===== src/rtl/dsm_dac_mod2.sv =====
// dsm_dac_mod2: 1st/2nd-order CIFB single-bit delta-sigma DAC, saturating
// integrators, one-deep sample buffer. Optional dither: DSM_DAC_DITHER_EN.
module dsm_dac_mod2 #(
   parameter int DATA_WIDTH = 16,
   parameter int ACC_WIDTH  = DATA_WIDTH + 4,
   parameter int ORDER      = 2,
   parameter int OSR        = 64
) (
   input  logic                         i_clk,
   input  logic                         i_rst_n,
   input  logic                         i_en,
   input  logic signed [DATA_WIDTH-1:0] i_data,
   input  logic                         i_valid,
   output logic                         o_ready,
   input  logic                         i_clr_flags,
   output logic                         o_dac_bitstream,
   output logic                         o_overload,
   output logic                         o_underrun
);

   localparam int CW = $clog2(OSR);
   // Two guard bits so i2 + i1' - v cannot wrap before the clamp.
   localparam int SW = ACC_WIDTH + 2;
   localparam logic [CW-1:0] CNT_LAST = CW'(OSR - 1);

   typedef logic signed [SW-1:0] wide_t;

   localparam wide_t FB =
      wide_t'({{(SW-DATA_WIDTH){1'b0}}, 1'b1, {(DATA_WIDTH-1){1'b0}}});
   localparam wide_t SAT_MAX =
      wide_t'({{(SW-ACC_WIDTH+1){1'b0}}, {(ACC_WIDTH-1){1'b1}}});
   localparam wide_t SAT_MIN =
      wide_t'({{(SW-ACC_WIDTH+1){1'b1}}, {(ACC_WIDTH-1){1'b0}}});

   if (ORDER != 1 && ORDER != 2) begin : g_bad_order
      $error("dsm_dac_mod2: ORDER must be 1 or 2");
   end
   if (ACC_WIDTH < DATA_WIDTH + 3) begin : g_bad_acc
      $error("dsm_dac_mod2: ACC_WIDTH must be >= DATA_WIDTH+3");
   end
   if (OSR < 2) begin : g_bad_osr
      $error("dsm_dac_mod2: OSR must be >= 2");
   end

   function automatic wide_t ext(input logic signed [ACC_WIDTH-1:0] a);
      return wide_t'({{(SW-ACC_WIDTH){a[ACC_WIDTH-1]}}, a});
   endfunction

   function automatic logic clips(input wide_t s);
      return (s > SAT_MAX) || (s < SAT_MIN);
   endfunction

   function automatic logic signed [ACC_WIDTH-1:0] sat(input wide_t s);
      if (s > SAT_MAX) begin
         return {1'b0, {(ACC_WIDTH-1){1'b1}}};
      end else if (s < SAT_MIN) begin
         return {1'b1, {(ACC_WIDTH-1){1'b0}}};
      end else begin
         return s[ACC_WIDTH-1:0];
      end
   endfunction

   logic signed [DATA_WIDTH-1:0] pending_q, pending_d;
   logic signed [DATA_WIDTH-1:0] sample_q, sample_d;
   logic                         pend_vld_q, pend_vld_d;
   logic [CW-1:0]                cnt_q, cnt_d;
   logic signed [ACC_WIDTH-1:0]  i1_q, i1_d, q_acc;
   logic                         bit_q, bit_d;
   logic                         ovl_q, ovl_d;
   logic                         und_q, und_d;
   logic                         tick, wrap, load;
   logic                         clip1, clip2;
   wide_t                        x, v, s1, qsum, dith;

`ifdef DSM_DAC_DITHER_EN
   logic [15:0] lfsr_q, lfsr_d;

   // Galois form of x^16+x^14+x^13+x^11+1; dither spans -8..+7.
   always_comb begin
      lfsr_d = {1'b0, lfsr_q[15:1]} ^ (lfsr_q[0] ? 16'hB400 : 16'h0000);
      dith   = wide_t'($signed({1'b0, lfsr_q[3:0]})) - wide_t'(8);
   end

   always_ff @(posedge i_clk or negedge i_rst_n) begin
      if (!i_rst_n) begin
         lfsr_q <= 16'hACE1;
      end else if (i_en) begin
         lfsr_q <= lfsr_d;
      end
   end
`else
   always_comb dith = '0;
`endif

   always_comb begin
      tick       = i_en;
      wrap       = tick && (cnt_q == CNT_LAST);
      load       = wrap && pend_vld_q;
      o_ready    = !pend_vld_q;
      pending_d  = pending_q;
      pend_vld_d = pend_vld_q;
      if (i_valid && !pend_vld_q) begin
         pending_d  = i_data;
         pend_vld_d = 1'b1;
      end else if (load) begin
         pend_vld_d = 1'b0;
      end
      sample_d = load ? pending_q : sample_q;
      cnt_d    = wrap ? '0 : cnt_q + CW'(1);
      x = wide_t'({{(SW-DATA_WIDTH){sample_q[DATA_WIDTH-1]}}, sample_q});
      v     = bit_q ? FB : -FB;
      s1    = ext(i1_q) + x - v;
      clip1 = clips(s1);
      i1_d  = sat(s1);
   end

   if (ORDER == 2) begin : g_ord2
      logic signed [ACC_WIDTH-1:0] i2_q, i2_d;
      wide_t                       s2;

      always_comb begin
         s2    = ext(i2_q) + ext(i1_d) - v;
         clip2 = clips(s2);
         i2_d  = sat(s2);
         q_acc = i2_d;
      end

      always_ff @(posedge i_clk or negedge i_rst_n) begin
         if (!i_rst_n) begin
            i2_q <= '0;
         end else if (i_en) begin
            i2_q <= i2_d;
         end
      end
   end else begin : g_ord1
      always_comb begin
         clip2 = 1'b0;
         q_acc = i1_d;
      end
   end

   // Dither only enters the compare; integrators never see it.
   always_comb begin
      qsum  = ext(q_acc) + dith;
      bit_d = !qsum[SW-1];
      ovl_d = (tick && (clip1 || clip2)) || (ovl_q && !i_clr_flags);
      und_d = (wrap && !pend_vld_q) || (und_q && !i_clr_flags);
   end

   always_ff @(posedge i_clk or negedge i_rst_n) begin
      if (!i_rst_n) begin
         pending_q  <= '0;
         pend_vld_q <= 1'b0;
         sample_q   <= '0;
         cnt_q      <= '0;
         i1_q       <= '0;
         bit_q      <= 1'b0;
         ovl_q      <= 1'b0;
         und_q      <= 1'b0;
      end else begin
         pending_q  <= pending_d;
         pend_vld_q <= pend_vld_d;
         ovl_q      <= ovl_d;
         und_q      <= und_d;
         if (i_en) begin
            cnt_q    <= cnt_d;
            sample_q <= sample_d;
            i1_q     <= i1_d;
            bit_q    <= bit_d;
         end
      end
   end

   assign o_dac_bitstream = bit_q;
   assign o_overload      = ovl_q;
   assign o_underrun      = und_q;

endmodule

===== config.mk =====
export PLATFORM = sky130hd
export DESIGN_NAME = dsm_dac_mod2
export DESIGN_NICKNAME = d
export VERILOG_FILES = /design/src/rtl/dsm_dac_mod2.sv
export SDC_FILE = /design/constraint.sdc
export NUM_CORES = 1
export LEC_CHECK = 0
export ABC_AREA = 1
export BUFFER_PORTS_ARGS = -buffer_cell sky130_fd_sc_hd__clkbuf_2
export CORE_UTILIZATION = 59
export CTS_CLUSTER_SIZE = 30
export DETAILED_ROUTE_END_ITERATION = 10
export GPL_ROUTABILITY_DRIVEN = 0
export GPL_TIMING_DRIVEN = 0
export PLACE_DENSITY = 0.77
export SKIP_CTS_REPAIR_TIMING = 1
export SLEW_MARGIN = 10
export SYNTH_ARGS = -nofsm -noshare
export SYNTH_HDL_FRONTEND = slang
export SYNTH_SLANG_ARGS = --single-unit

===== constraint.sdc =====
create_clock -name i_clk -period 6.84 [get_ports i_clk]
set_input_delay 1.368 -clock i_clk [delete_from_list [all_inputs] [get_ports i_clk]]
set_output_delay 1.368 -clock i_clk [all_outputs]
set_load 0.01 [all_outputs]

== Word level (Yosys, flattened, before mapping) ==
Index checks and enable logic that the tools add are counted.
Storage, ports and cells
  flip-flop bits (word level): 82
  input port bits: 21
  output and inout port bits: 4
  logic and storage cells: 44
Operators by class
  add/subtract/negate cells: 5
  order comparisons: 4
  equal/unequal tests: 1
  multiplexer cells: 8
  reductions and logical operators: 17
Operators with widths (count)
  $mux 20: 4
  $gt 22x20->1 const B: 2
  $lt 22x20->1 const B: 2
  $sub 21x22->22: 2
  $mux 22: 1
  $add 20x16->21: 1
  $add 20x20->21: 1
  $logic_and 1x1->1: 7
  $add 6x1->6 const B: 1
  $eq 6x6->1 const B: 1
  $mux 6: 1
  $logic_or 1x1->1: 5
  $logic_not 1->1: 3
  $mux 1: 2
  $reduce_and 2->1: 1
  $reduce_bool 2->1: 1

== Logic depth before layout (Yosys ltp) ==
Gate-level depths: netlist (run 1).
  depth after elaboration: 12
  mapped depth: 38
  depth with buffers taken out: 35

== Worst setup path after synthesis (run 1) ==
Ideal clock, no wire load.
  path type: reg-to-reg
  from: register bit_q (netlist: o_dac_bitstream)
  to: register g_ord2.i2_q[10]
  setup time: 0.120 ns
  data arrival time: 5.126 ns
  required time: 6.720 ns
  slack: 1.594 ns
  cell stages (with the launch flop): 32
  path buffers: 3
  period minus slack after synthesis: 5.246 ns
  cells stage by stage: dfrtp_1 inv_1 fa_1 inv_1 ha_1 nand2_1 nand2_1 o21bai_1 a21oi_1 nand3_1 nand2_1 nand2_2 nand2_2 buf_6 clkbuf_1 nand2_1 nand2_1 inv_1 ha_1 inv_1 ha_1 a21oi_1 o21ai_0 a21oi_1 nor2_1 a211oi_1 nand3_1 nand2_1 nand2_2 a21oi_4 buf_12 a21oi_2
Between the ends
  word-level cells in the longest chain between the ends: 10
  elaborated cells between the ends (all ways): 12
  those cells by class: 3 x add/sub; 4 x order compare; 5 x mux
Ends and longest elaborated chain
  start, declared: RTL line 68  | logic bit_q, bit_d;
  start signal, assigned: RTL line 169  | bit_q <= bit_d;
  $mux 22 *: RTL line 111  | v = bit_q ? FB : -FB;
  $sub 21x22->22 *: RTL line 112  | s1 = ext(i1_q) + x - v;
  $lt 22x20->1: RTL line 56  | end else if (s < SAT_MIN) begin
  $mux 20: RTL line 56
  $mux 20 *: RTL line 54  | if (s > SAT_MAX) begin
  named net i1_d[19]: RTL line 67  | logic signed [ACC_WIDTH-1:0] i1_q, i1_d, q_acc;
  $add 20x20->21 *: RTL line 122  | s2 = ext(i2_q) + ext(i1_d) - v;
  $sub 21x22->22 *: RTL line 122
  $lt 22x20->1: RTL line 56
  $mux 20: RTL line 56
  $mux 20 *: RTL line 54
  end signal, assigned: RTL line 132  | i2_q <= i2_d;
  end, declared: RTL line 118  | logic signed [ACC_WIDTH-1:0] i2_q, i2_d;
Mark *: on every way through the listed nets, which the timed path passes. The rest lies on a longest branch.
A chain may end at the register's enable or synchronous reset.

== Worst setup path after layout (run 1) ==
  from: register bit_q (netlist: o_dac_bitstream)
  to: register g_ord2.i2_q[8]
The elaborated chain is that of the path after synthesis.

==> results of run 1 <==
==> Yosys cell counts (2+ instances only) <==
library cell	count	area, um^2
sky130_fd_sc_hd__fa_1	8	160
sky130_fd_sc_hd__ha_1	72	901
sky130_fd_sc_hd__nor2_2	2	12.5
sky130_fd_sc_hd__buf_1	3	11.3
sky130_fd_sc_hd__o21ai_1	2	10.0
sky130_fd_sc_hd__dfrtp_1	82	2050
sky130_fd_sc_hd__o21ai_0	54	270
sky130_fd_sc_hd__nand2_1	220	826
sky130_fd_sc_hd__a21oi_1	66	330
sky130_fd_sc_hd__mux2_2	4	45.0
sky130_fd_sc_hd__xor2_1	20	175
sky130_fd_sc_hd__nor3_1	5	25.0
sky130_fd_sc_hd__clkbuf_1	14	52.6
sky130_fd_sc_hd__nand4_1	8	50.1
sky130_fd_sc_hd__nand3_2	5	50.1
sky130_fd_sc_hd__a21oi_2	10	87.6
sky130_fd_sc_hd__inv_2	2	7.51
sky130_fd_sc_hd__nor4_1	3	18.8
sky130_fd_sc_hd__nor2_1	63	236
sky130_fd_sc_hd__o21bai_1	4	30.0
sky130_fd_sc_hd__xnor2_1	15	131
sky130_fd_sc_hd__a31oi_1	6	37.5
sky130_fd_sc_hd__nand3_1	21	105
sky130_fd_sc_hd__inv_1	193	724
sky130_fd_sc_hd__nand2_2	13	81.3
==> placed cells by master, fill, tap and decap left out, drive strengths merged <==
cell | netlist | final
nor2 | 65 | 65
bufinv | 0 | 2
nand2 | 233 | 233
dfrtp | 82 | 82
mux2 | 4 | 4
clkinv | 0 | 1
o21a | 1 | 1
clkbuf | 14 | 47
xor2 | 20 | 20
nor4 | 3 | 3
a21o | 1 | 1
a211oi | 1 | 1
nand4 | 8 | 8
and2 | 1 | 1
a21oi | 77 | 77
o21ai | 57 | 57
nand3b | 2 | 2
nor3 | 5 | 5
o31ai | 1 | 1
buf | 7 | 8
ha | 72 | 72
a31oi | 6 | 6
fa | 8 | 8
o211ai | 1 | 1
a221oi | 1 | 1
xnor2 | 15 | 15
o21bai | 4 | 4
nand3 | 26 | 26
o221a | 1 | 1
inv | 195 | 198
==> state kept, by name, summed over array words and instances (netlist names) <==
name	cells
g_ord2.i2_q	20
i1_q	20
pending_q	16
sample_q	16
cnt_q	6
o_dac_bitstream	1
o_overload	1
o_underrun	1
pend_vld_q	1
==> per-layer routing <==
| layer | vias to the layer above | GRT usage (%) | share of wire (%) |
|---|---|---|---|
| met2 | 112 | 44.5 | 46 |
| met1 | 2570 | 36.3 | 47 |
| li1 | 2916 | - | - |
| met3 | 19 | 3.27 | 4.2 |
| met5 | - | 0 | 0 |
| met4 | 0 | 10.8 | 2.2 |
==> worst max-delay path by stage <==
stage / from / endpoint / slack (ns) / cells past startpoint
floorplan: o_dac_bitstream / g_ord2.i2_q[10] / 1.59 / 31
global placement: o_dac_bitstream / g_ord2.i2_q[8] / 0.63 / 31
detailed placement: o_dac_bitstream / g_ord2.i2_q[10] / 0.63 / 31
CTS: o_dac_bitstream / g_ord2.i2_q[8] / 0.62 / 31
global route: o_dac_bitstream / g_ord2.i2_q[8] / 0.07 / 31
finish: o_dac_bitstream / g_ord2.i2_q[8] / 0.58 / 31
==> area by class of cell <==
class / instances / area [um^2] / share of cell area, %
timing repair buffer: 24 / 145 / 2.03
clock buffer: 10 / 138 / 1.93
multi-input combinational: 613 / 3700 / 51.8
sequential: 82 / 2050 / 28.7
tap: 140 / 175 / 2.45
clock inverter: 6 / 95.1 / 1.33
inverter: 195 / 732 / 10.2
buffer: 21 / 108 / 1.51
==> cells by family (layout without fill, tap and decap cells) <==
logic type	after synthesis	in the layout	share of synthesized area (%)
XOR/XNOR	35	35	4.65
flip-flops	82	82	31.1
buffers and inverters	216	256	12.7
AO/OA/AOI/OAI	151	151	12.9
multiplexers	4	4	0.683
AND/OR/NAND/NOR	343	343	21.8
adder cells (fa/ha/maj)	80	80	16.1
==> per-stage QoR <==
step	cells	cell area, um^2
after CTS	1091	7150
final	1091	7150
after global placement	1074	6880
after global routing	1091	7150
after floorplan	911	6590
after detailed placement	1075	6910
==> worst reg2reg max path: cells and delay by family (launching register included) <==
family | cells | cell delay, ns
and+or+nand+nor | 12 | 1.17
AOI/OAI and AO/OA | 8 | 1.67
adders and majority gates | 4 | 1.54
buffers and inverters | 7 | 1.17
DFF | 1 | 0.60
==> results summary, run 1 <==
The flow ran to the end, and the final reports show no timing, DRC or antenna violations. The via count of the first global-routing pass is 5,351. The average size of a mapped cell came out at 7.24 um^2. Synthesis produced 911 cells. The number of buffers inserted by port buffering is 23. The worst hold path cell count is 2.

Entering global routing, the biggest net connects 60 pins. The worst register-to-register path ends at g_ord2.i2_q[8]. After routing, the total negative slack on setup checks comes to 0 ns. Clock latency on the worst-skew pair, taken at its later pin, is 0.39 ns.

The length in cells of the worst reg-to-reg path is 31. The count of boundary I/O pins came out at 25. The combined global-route utilization of all metal layers is 27.1%. The fraction of the yosys area taken by sequential cells is 31.1%. The number of maximum-capacitance violations came out at 0. Data on the critical path is required at its endpoint by 7.12 ns. The area growth from synthesis to layout is 8.39%. The maximum achievable frequency came out at 160 MHz. After global routing the overflow that remains totals 0. The number of buffers created by CTS came out at 9.

The CTS clock-pin slew for the worst setup and hold paths is 0.09 ns. The count of final max-slew check failures came out at 0. Setup repair after global routing left no endpoint under its margin. The final worst setup slack is 0.576 ns.

The floorplan step defined a die boundary enclosing 0.0116 mm^2. The clock tree from TritonCTS is yes. The H-tree generated during clock tree synthesis spans 3 levels.

In the routed design, unresolved DRC markers number 0. Setup violations remaining at the end of the flow were counted as 0. Grouping stages by cell kind, the critical path spends the most delay in compound AO/OA/AOI/OAI gates.

Counting the fill cells in the layout gives 959. For this run, the leading register cell type out of synthesis is sky130_fd_sc_hd__dfrtp_1. The core region area came out at roughly 0.011 mm^2.

The worst clock skew is between 0.01 and 0.015 ns. The highest fanout seen on the critical path came out at 10. The headroom to the max-slew limit is 47.5%. The buffers plus inverters on the worst setup path came out at 7.

In this run the most critical hold path is launched from sample_q[13]. The yosys synthesis warning count is 0. The detailed placement HPWL came out at between 10,000 and 15,000 um. The vertical die dimension came out at between 100 and 150 um. The number of placement rows came out at 38.

The number of hold-slack violations in the final timing report was 0. The synthesized design contains 0 enable-type register cells. The source of the worst register-to-register timing path is o_dac_bitstream. At the pin with the least slew margin, the transition time is ~0.78 ns. STA classifies the critical path endpoint as a register. For this run, the detailed router's first-pass iteration total came to 5. The aggregate routed wire length came out at 14,100 um. The global-route wire length before repair is between 20,000 and 25,000 um. The slowest stage of the critical path is the sky130_fd_sc_hd__dfrtp_1 cell. The arrival time reported for the critical path endpoint came out at 6.54 ns. The path with the worst hold slack has its endpoint at sample_q[13].

The initial antenna violation count was 0. The clock tree buffer depth is 2. The worst path in the final design needs a cycle of about 6.3 ns, including I/O delays and setup.

The end-of-flow core utilization came out at 65.9%. The mapped netlist covers 0.00659 mm^2. The die is 108 um wide.

The delay of the slowest cell on the worst path came out at 0.60 ns. The setup path with the least slack is of type reg2reg. The number of sinks on the clock net is 82. The count of nets left with antenna violations after detail routing is 0. At the placement stage, the worst setup path has a slack of 0.628 ns. The antenna diode instance count came out at 0. The average vias per placed instance is 5.15. The net count of the mapped netlist is 1,012. The detail-routed net length per standard cell is around 13 um. The net count of the finished layout is 1,047. The worst reg-to-reg setup slack is 0.58 ns. The initial standard-cell utilization of the core came out at 60.8%. The minimum hold slack is 0.492 ns. The via count of the routed design came out at between 5,000 and 6,000. Of all flip-flops after synthesis, the portion carrying an async set or reset was 100%. The fraction of layout cells with a size suffix above 1 is 8.94%. The worst setup path is launched from a register.

The synthesized design contains 82 register bits. In this run, the number of DRC markers left after iteration 0 of detailed routing was 240. The final clock period utilization by the worst path is ~92%. The most numerous cell type found on the critical path is sky130_fd_sc_hd__nand2_1. The type of the most critical hold path is reg2reg. Clock tree synthesis selected as its root buffer the cell sky130_fd_sc_hd__clkbuf_8. The synthesized netlist contains 41 unique library cells.
Power of run 1 is not shown: default switching activity piles up to over one toggle a cycle in this logic, so the estimate is an artifact.
==> inputs of run 2 (changes only) <==
--- a/config.mk
+++ b/config.mk
@@ -7,6 +7,7 @@
 export LEC_CHECK = 0
 export ABC_AREA = 1
 export BUFFER_PORTS_ARGS = -buffer_cell sky130_fd_sc_hd__clkbuf_2
+export CORE_MARGIN = 2
 export CORE_UTILIZATION = 59
 export CTS_CLUSTER_SIZE = 30
 export DETAILED_ROUTE_END_ITERATION = 10
==> run 2 against run 1 <==
Against the previous run: cell count about the same; via count increased by 1.0%; largest cell class unchanged; worst hold slack improved by 0.0037 ns; critical endpoint is now g_ord2.i2_q[9]; flip-flop and latch count unchanged; global-route usage decreased by 0.41 points; die area increased by 3.7%.
==> results summary, run 2 (synthesis results as in run 1) <==
The via count of the routed design came out at roughly 5,700. The worst hold path cell count came out at 2. The post-layout net count came out at 1,046. The repair_antennas step left the layout with diodes totalling 0.

The aggregate routed wire length came out at about 14,000 um. Clock-pin slew was measured on the worst setup and hold paths at around 0.09 ns. In this run the tightest slew margin relative to its limit is 54.6%. The post-detailed-route DRC marker count is 0. The flow ran to the end, and the final reports show no timing, DRC or antenna violations. The number of buffers inserted by port buffering came out at 23. The H-tree was split into 3 levels.

Among the stages of the critical path, the cell type that occurs most often is sky130_fd_sc_hd__nand2_1. The number of sinks on the clock net came out at 82. The area growth from synthesis to final layout is 7.61%.

In this run the critical register-to-register path is launched from o_dac_bitstream. On the critical path, the stage with the largest delay is an instance of sky130_fd_sc_hd__dfrtp_1. Setup repair after global routing left no endpoint under its margin.

The shortest period the worst path allows came out at 6.34 ns. The total congestion overflow is 0. The number of maximum-capacitance violations is 0. The floorplan step defined a core boundary enclosing 0.0109 mm^2.

The count of final max-slew check failures is 0. The horizontal die dimension came out at 110 um. The average vias per placed instance came out at about 5.2. The arrival time reported for the critical path endpoint came out at 6.61 ns. The number of buffers created by CTS is 9. The maximum achievable frequency is 158 MHz.

The clock reaches the later pin of the worst-skew pair after 0.38 ns. The buffer cell driving the clock tree root is sky130_fd_sc_hd__clkbuf_8. The vertical die dimension is 110 um. Summing all non-filler instances in the final layout gives an area of 0.00709 mm^2. The detail-routed net length per standard cell is 13.1 um. The type of the most critical hold path is reg2reg.

The length in cells of the worst reg-to-reg path is 29. The worst clock skew is roughly 0.016 ns. The via count of the first global-routing pass is 5,492. The final setup TNS is 0 ns.

The worst hold path begins at sample_q[10]. The total die area came out at roughly 0.012 mm^2. The count of nets left with antenna violations after detail routing is 0.

The first global-routing pass estimated 24,800 um of wire. The endpoint required time on the critical path is 7.10 ns. The combined global-route utilization of all metal layers is 26.7%. The count of boundary I/O pins is 25.

The fraction of layout cells with a size suffix above 1 is around 8.9%. The number of setup violations in the final report is 0. The most critical setup path has its startpoint at o_dac_bitstream.

The first routing iteration left 300 violations. The largest registers in the layout are g_ord2.i2_q (20), i1_q (20). Counting the fill cells in the layout gives 1,000.

The library cells used most frequently in the layout, excluding fill and tap cells, are 220 x sky130_fd_sc_hd__nand2_1, 193 x sky130_fd_sc_hd__inv_1, 82 x sky130_fd_sc_hd__dfrtp_1, 72 x sky130_fd_sc_hd__ha_1, 66 x sky130_fd_sc_hd__a21oi_1. The number of hold-slack violations in the final timing report came out at 0. The worst setup path is launched from a register. The worst setup path is captured at a register. For the pin with the worst max-slew slack, the measured transition is 0.675 ns. The highest fanout seen on the critical path came out at 10. The largest net degree at the start of global routing came out at 57. In this run the core area contains 38 standard-cell rows.

The area after detailed placement is 0.00691 mm^2. The detailed placement HPWL came out at 11,300 um. The delay of the slowest cell on the worst path came out at 0.62 ns. The initial antenna violation count came out at 0. The initial standard-cell utilization of the core came out at 60.5%. The startpoint-to-endpoint class of the critical path is reg2reg. The total iterations of the first detailed-routing run is 5. The most frequent standard cell in the layout excluding fill and tap cells is sky130_fd_sc_hd__nand2_1. The clock tree from TritonCTS is yes. The final clock period utilization by the worst path is 92.7%. The clock tree buffer depth is 2.
-- run 2: changes by cell type in the layout (fill, tap and decap cells not counted) --
cell                         delta
sky130_fd_sc_hd__inv_8          +2
sky130_fd_sc_hd__bufinv_16      -2
sky130_fd_sc_hd__clkbuf_1       -1
sky130_fd_sc_hd__inv_6          -1
sky130_fd_sc_hd__clkinvlp_4     +1
sky130_fd_sc_hd__clkbuf_8       -1
sky130_fd_sc_hd__clkinv_2       +1
-- run 2: layout make-up --
class / count / area [um^2] / share of cell area, %
Buffer: 20 / 104 / 1.46
Tap cell: 140 / 175 / 2.47
Clock inverter: 7 / 61.3 / 0.864
Sequential cell: 82 / 2050 / 28.9
Timing Repair Buffer: 24 / 145 / 2.05
Inverter: 195 / 732 / 10.3
Clock buffer: 9 / 124 / 1.75
Multi-Input combinational cell: 613 / 3700 / 52.2
-- run 2: path summary, 6_finish.rpt --
path | endpoint | slack (ns)
worst max-delay path | g_ord2.i2_q[9] | 0.50
worst min-delay path | sample_q[10] | 0.50
min in group asynchronous | pending_q[14] | 0.93
worst max register to register | g_ord2.i2_q[9] | 0.50
max in group asynchronous | g_ord2.i2_q[6] | 5.28
worst min register to register | sample_q[10] | 0.50
-- run 2: layer usage --
metal  GRT usage, %  share of wire (%)  routed length, um  vias up
met4           10.2                2.8                404        0
met1           35.1                 47               6700     2619
met3           4.21                4.3                620       26
met2           44.3                 46               6560      114
met5              0                  0                  0        -
li1               -                  -                  -     2914
-- run 2: critical path, delay by kind of cell, from the launching register on --
kind                       cells  cell delay, ns
DFF                            1            0.62
AOI/OAI and AO/OA              8            1.75
adders and majority gates      4            1.44
buffers and inverters          6            1.19
and+or+nand+nor               11            1.20
-- run 2: stage by stage --
| step | setup WS [ns] | utilization (%) | hold slack, ns | std cells |
|---|---|---|---|---|
| 2_1_floorplan | 1.59 | - | 0.453 | 911 |
| 3_5_place_dp | 0.566 | 63.5 | 0.473 | 1075 |
| 5_1_grt | 0.0938 | 65.2 | 0.532 | 1090 |
| 4_1_cts | 0.519 | 65.2 | 0.496 | 1091 |
| 3_3_place_gp | 0.648 | 63.2 | 0.469 | 1074 |
| 6_report | 0.499 | 65.2 | 0.495 | 1090 |
Power of run 2 is left out for the same reason.
==> inputs of run 3 (changes only) <==
--- a/config.mk
+++ b/config.mk
@@ -14,6 +14,7 @@
 export GPL_ROUTABILITY_DRIVEN = 0
 export GPL_TIMING_DRIVEN = 0
 export PLACE_DENSITY = 0.77
+export RECOVER_POWER = 100
 export SKIP_CTS_REPAIR_TIMING = 1
 export SLEW_MARGIN = 10
 export SYNTH_ARGS = -nofsm -noshare
==> run 3 against run 2 <==
Against the previous run: the run now ends with capacitance limit, slew limit left; flip-flop and latch count did not move; critical path depth stayed put; core utilization down 0.59 points; worst hold slack gained 0.00065 ns; maximum frequency decreased by 0.46%; non-clock buffer count stayed put; cell count stayed put; critical path type unchanged; highest routed layer unchanged.
==> results summary, run 3 (synthesis results as in run 1) <==
The flow ran to the end, but the final reports show violations. The checks that failed: capacitance limit, slew limit. For the pin with the worst max-slew slack, the measured transition is between 2 and 3 ns. The number of maximum-capacitance violations came out at 1. The wire-length estimate of the detail-placed layout is roughly 11,000 um. The maximum achievable frequency is 157 MHz. The number of levels in the clock H-tree is 3.

Global routing used 26.7% of the available tracks. The endpoint required time on the critical path came out at around 7.1 ns. The critical path is of the reg2reg type. Setup violations remaining at the end of the flow were counted as 0. The delay of the slowest cell on the worst path came out at 0.62 ns.

The post-layout net count came out at 1,046. The min-delay analysis places its worst path in the category reg2reg. The number of sinks on the clock net came out at 82. The count of final max-slew check failures came out at 57. The largest registers in the layout are g_ord2.i2_q (20), i1_q (20). The horizontal die dimension came out at 110 um. The number of hold-slack violations in the final timing report is 0. The arrival time reported for the critical path endpoint came out at 6.63 ns. The number of buffers inserted by port buffering came out at 23. The total iterations of the first detailed-routing run is 6. For this run, design rule violations remaining after detail routing come to 0.

The average vias per placed instance came out at 5.22. The worst path in the final design needs a cycle of ~6.4 ns, including I/O delays and setup. The final clock period utilization by the worst path is 93.1%. The clock latency of the later-clocked register in the worst-skew pair is ~0.38 ns. STA classifies the critical path startpoint as a register.

The core region area is about 0.011 mm^2. 0 antenna diodes ended up in the layout. The vertical die dimension is 110 um. The number of placement rows came out at 38. After detailed routing, the total wire length is between 10,000 and 15,000 um. The total die area is 0.0120 mm^2. The initial antenna violation count came out at 0. Leaving out fill and tap cells, the most frequent cell in the layout is sky130_fd_sc_hd__nand2_1. Between clock sinks in the finished design, the worst skew comes to approximately 0.016 ns. The buffers plus inverters on the worst setup path is 6.

The count of boundary I/O pins is 25. The total congestion overflow came out at 0. The global-route wire length before repair is roughly 25,000 um. The top cell types in the final layout, fill and taps aside, are 221 x sky130_fd_sc_hd__nand2_1, 193 x sky130_fd_sc_hd__inv_1, 82 x sky130_fd_sc_hd__dfrtp_1, 73 x sky130_fd_sc_hd__a21oi_1, 72 x sky130_fd_sc_hd__ha_1. The number of buffers created by CTS is 9. The highest fanout seen on the critical path came out at 10. The largest net degree at the start of global routing came out at 57. The final setup TNS came out at 0 ns. The met2 global-route usage is 44.3%.

The detail-routed net length per standard cell came out at 13.2 um. In this run the most used layer during global routing was met2. The number of DRC violations after detailed-routing iteration 0 is about 330.

In the global route stage, met1 resource usage came out at 35.1%. The master of the slowest instance on the critical path is sky130_fd_sc_hd__dfrtp_1. CTS placed an instance of sky130_fd_sc_hd__clkbuf_8 at the clock tree root. The gate family responsible for the most delay along the worst path is compound AO/OA/AOI/OAI gates.

The headroom to the max-slew limit is -94.4%. The via count of the first global-routing pass was 5,492. Setup repair after global routing left no endpoint under its margin. The count of nets left with antenna violations after detail routing came out at 0.

The via count of the routed design is 5,694. TritonCTS built the clock tree. The critical path capture point type is a register. The clock tree buffer depth is 2. For this run, global-route usage on met3 was measured as 4.21%. The cell repeated most along the worst path is sky130_fd_sc_hd__nand2_1.

The area growth from synthesis to final layout is 6.64%. Once the floorplan was initialized, standard cells occupied between 60% and 70% of the core. The fraction of layout cells with a size suffix above 1 came out at 7.47%.

Clock-pin slew was measured on the worst setup and hold paths at 0.09 ns.
==> run 3: worst reg2reg max path, delay by kind of cell, from the launching register on <==
kind	cells	cell delay (ns)
compound gates	8	1.75
fa+ha+maj	4	1.44
buf+inv	6	1.20
flops	1	0.62
simple gates	11	1.26
==> run 3: cell type report <==
class	instances	area, um^2
fill	1016	3860
clock buffer	9	124
buffer	20	101
timing repair buffer	24	113
sequential	82	2050
inverter	195	732
multi-input combinational	613	3670
clock inverter	7	61.3
tap	140	175
==> run 3: stage by stage <==
step / utilization (%) / worst slack [ns] / instance area, um^2 / hold WS [ns] / std cells
global route: 64.6 / 0.0501 / 7030 / 0.532 / 1090
finish: 64.6 / 0.470 / 7030 / 0.496 / 1090
global placement: 63.2 / 0.648 / 6880 / 0.469 / 1074
floorplan: - / 1.59 / 6590 / 0.453 / 911
detailed placement: 63.5 / 0.566 / 6910 / 0.473 / 1075
CTS: 65.2 / 0.519 / 7100 / 0.496 / 1091
==> run 3: worst paths after layout <==
check	startpoint	end	slack, ns	cells after the start
min reg2reg	sample_q[10]	sample_q[10]	0.50	2
max	o_dac_bitstream	g_ord2.i2_q[14]	0.47	29
max reg2reg	o_dac_bitstream	g_ord2.i2_q[14]	0.47	29
max in group asynchronous	i_rst_n	g_ord2.i2_q[6]	2.09	2
min in group asynchronous	i_rst_n	pending_q[14]	1.32	1
min	sample_q[10]	sample_q[10]	0.50	2
==> run 3: per-layer routing <==
metal	vias to the layer above	part of all wire, %
met5	-	0
met4	0	2.8
met3	26	4.4
met2	125	46
met1	2626	47
li1	2917	-
Power of run 3 is left out for the same reason.
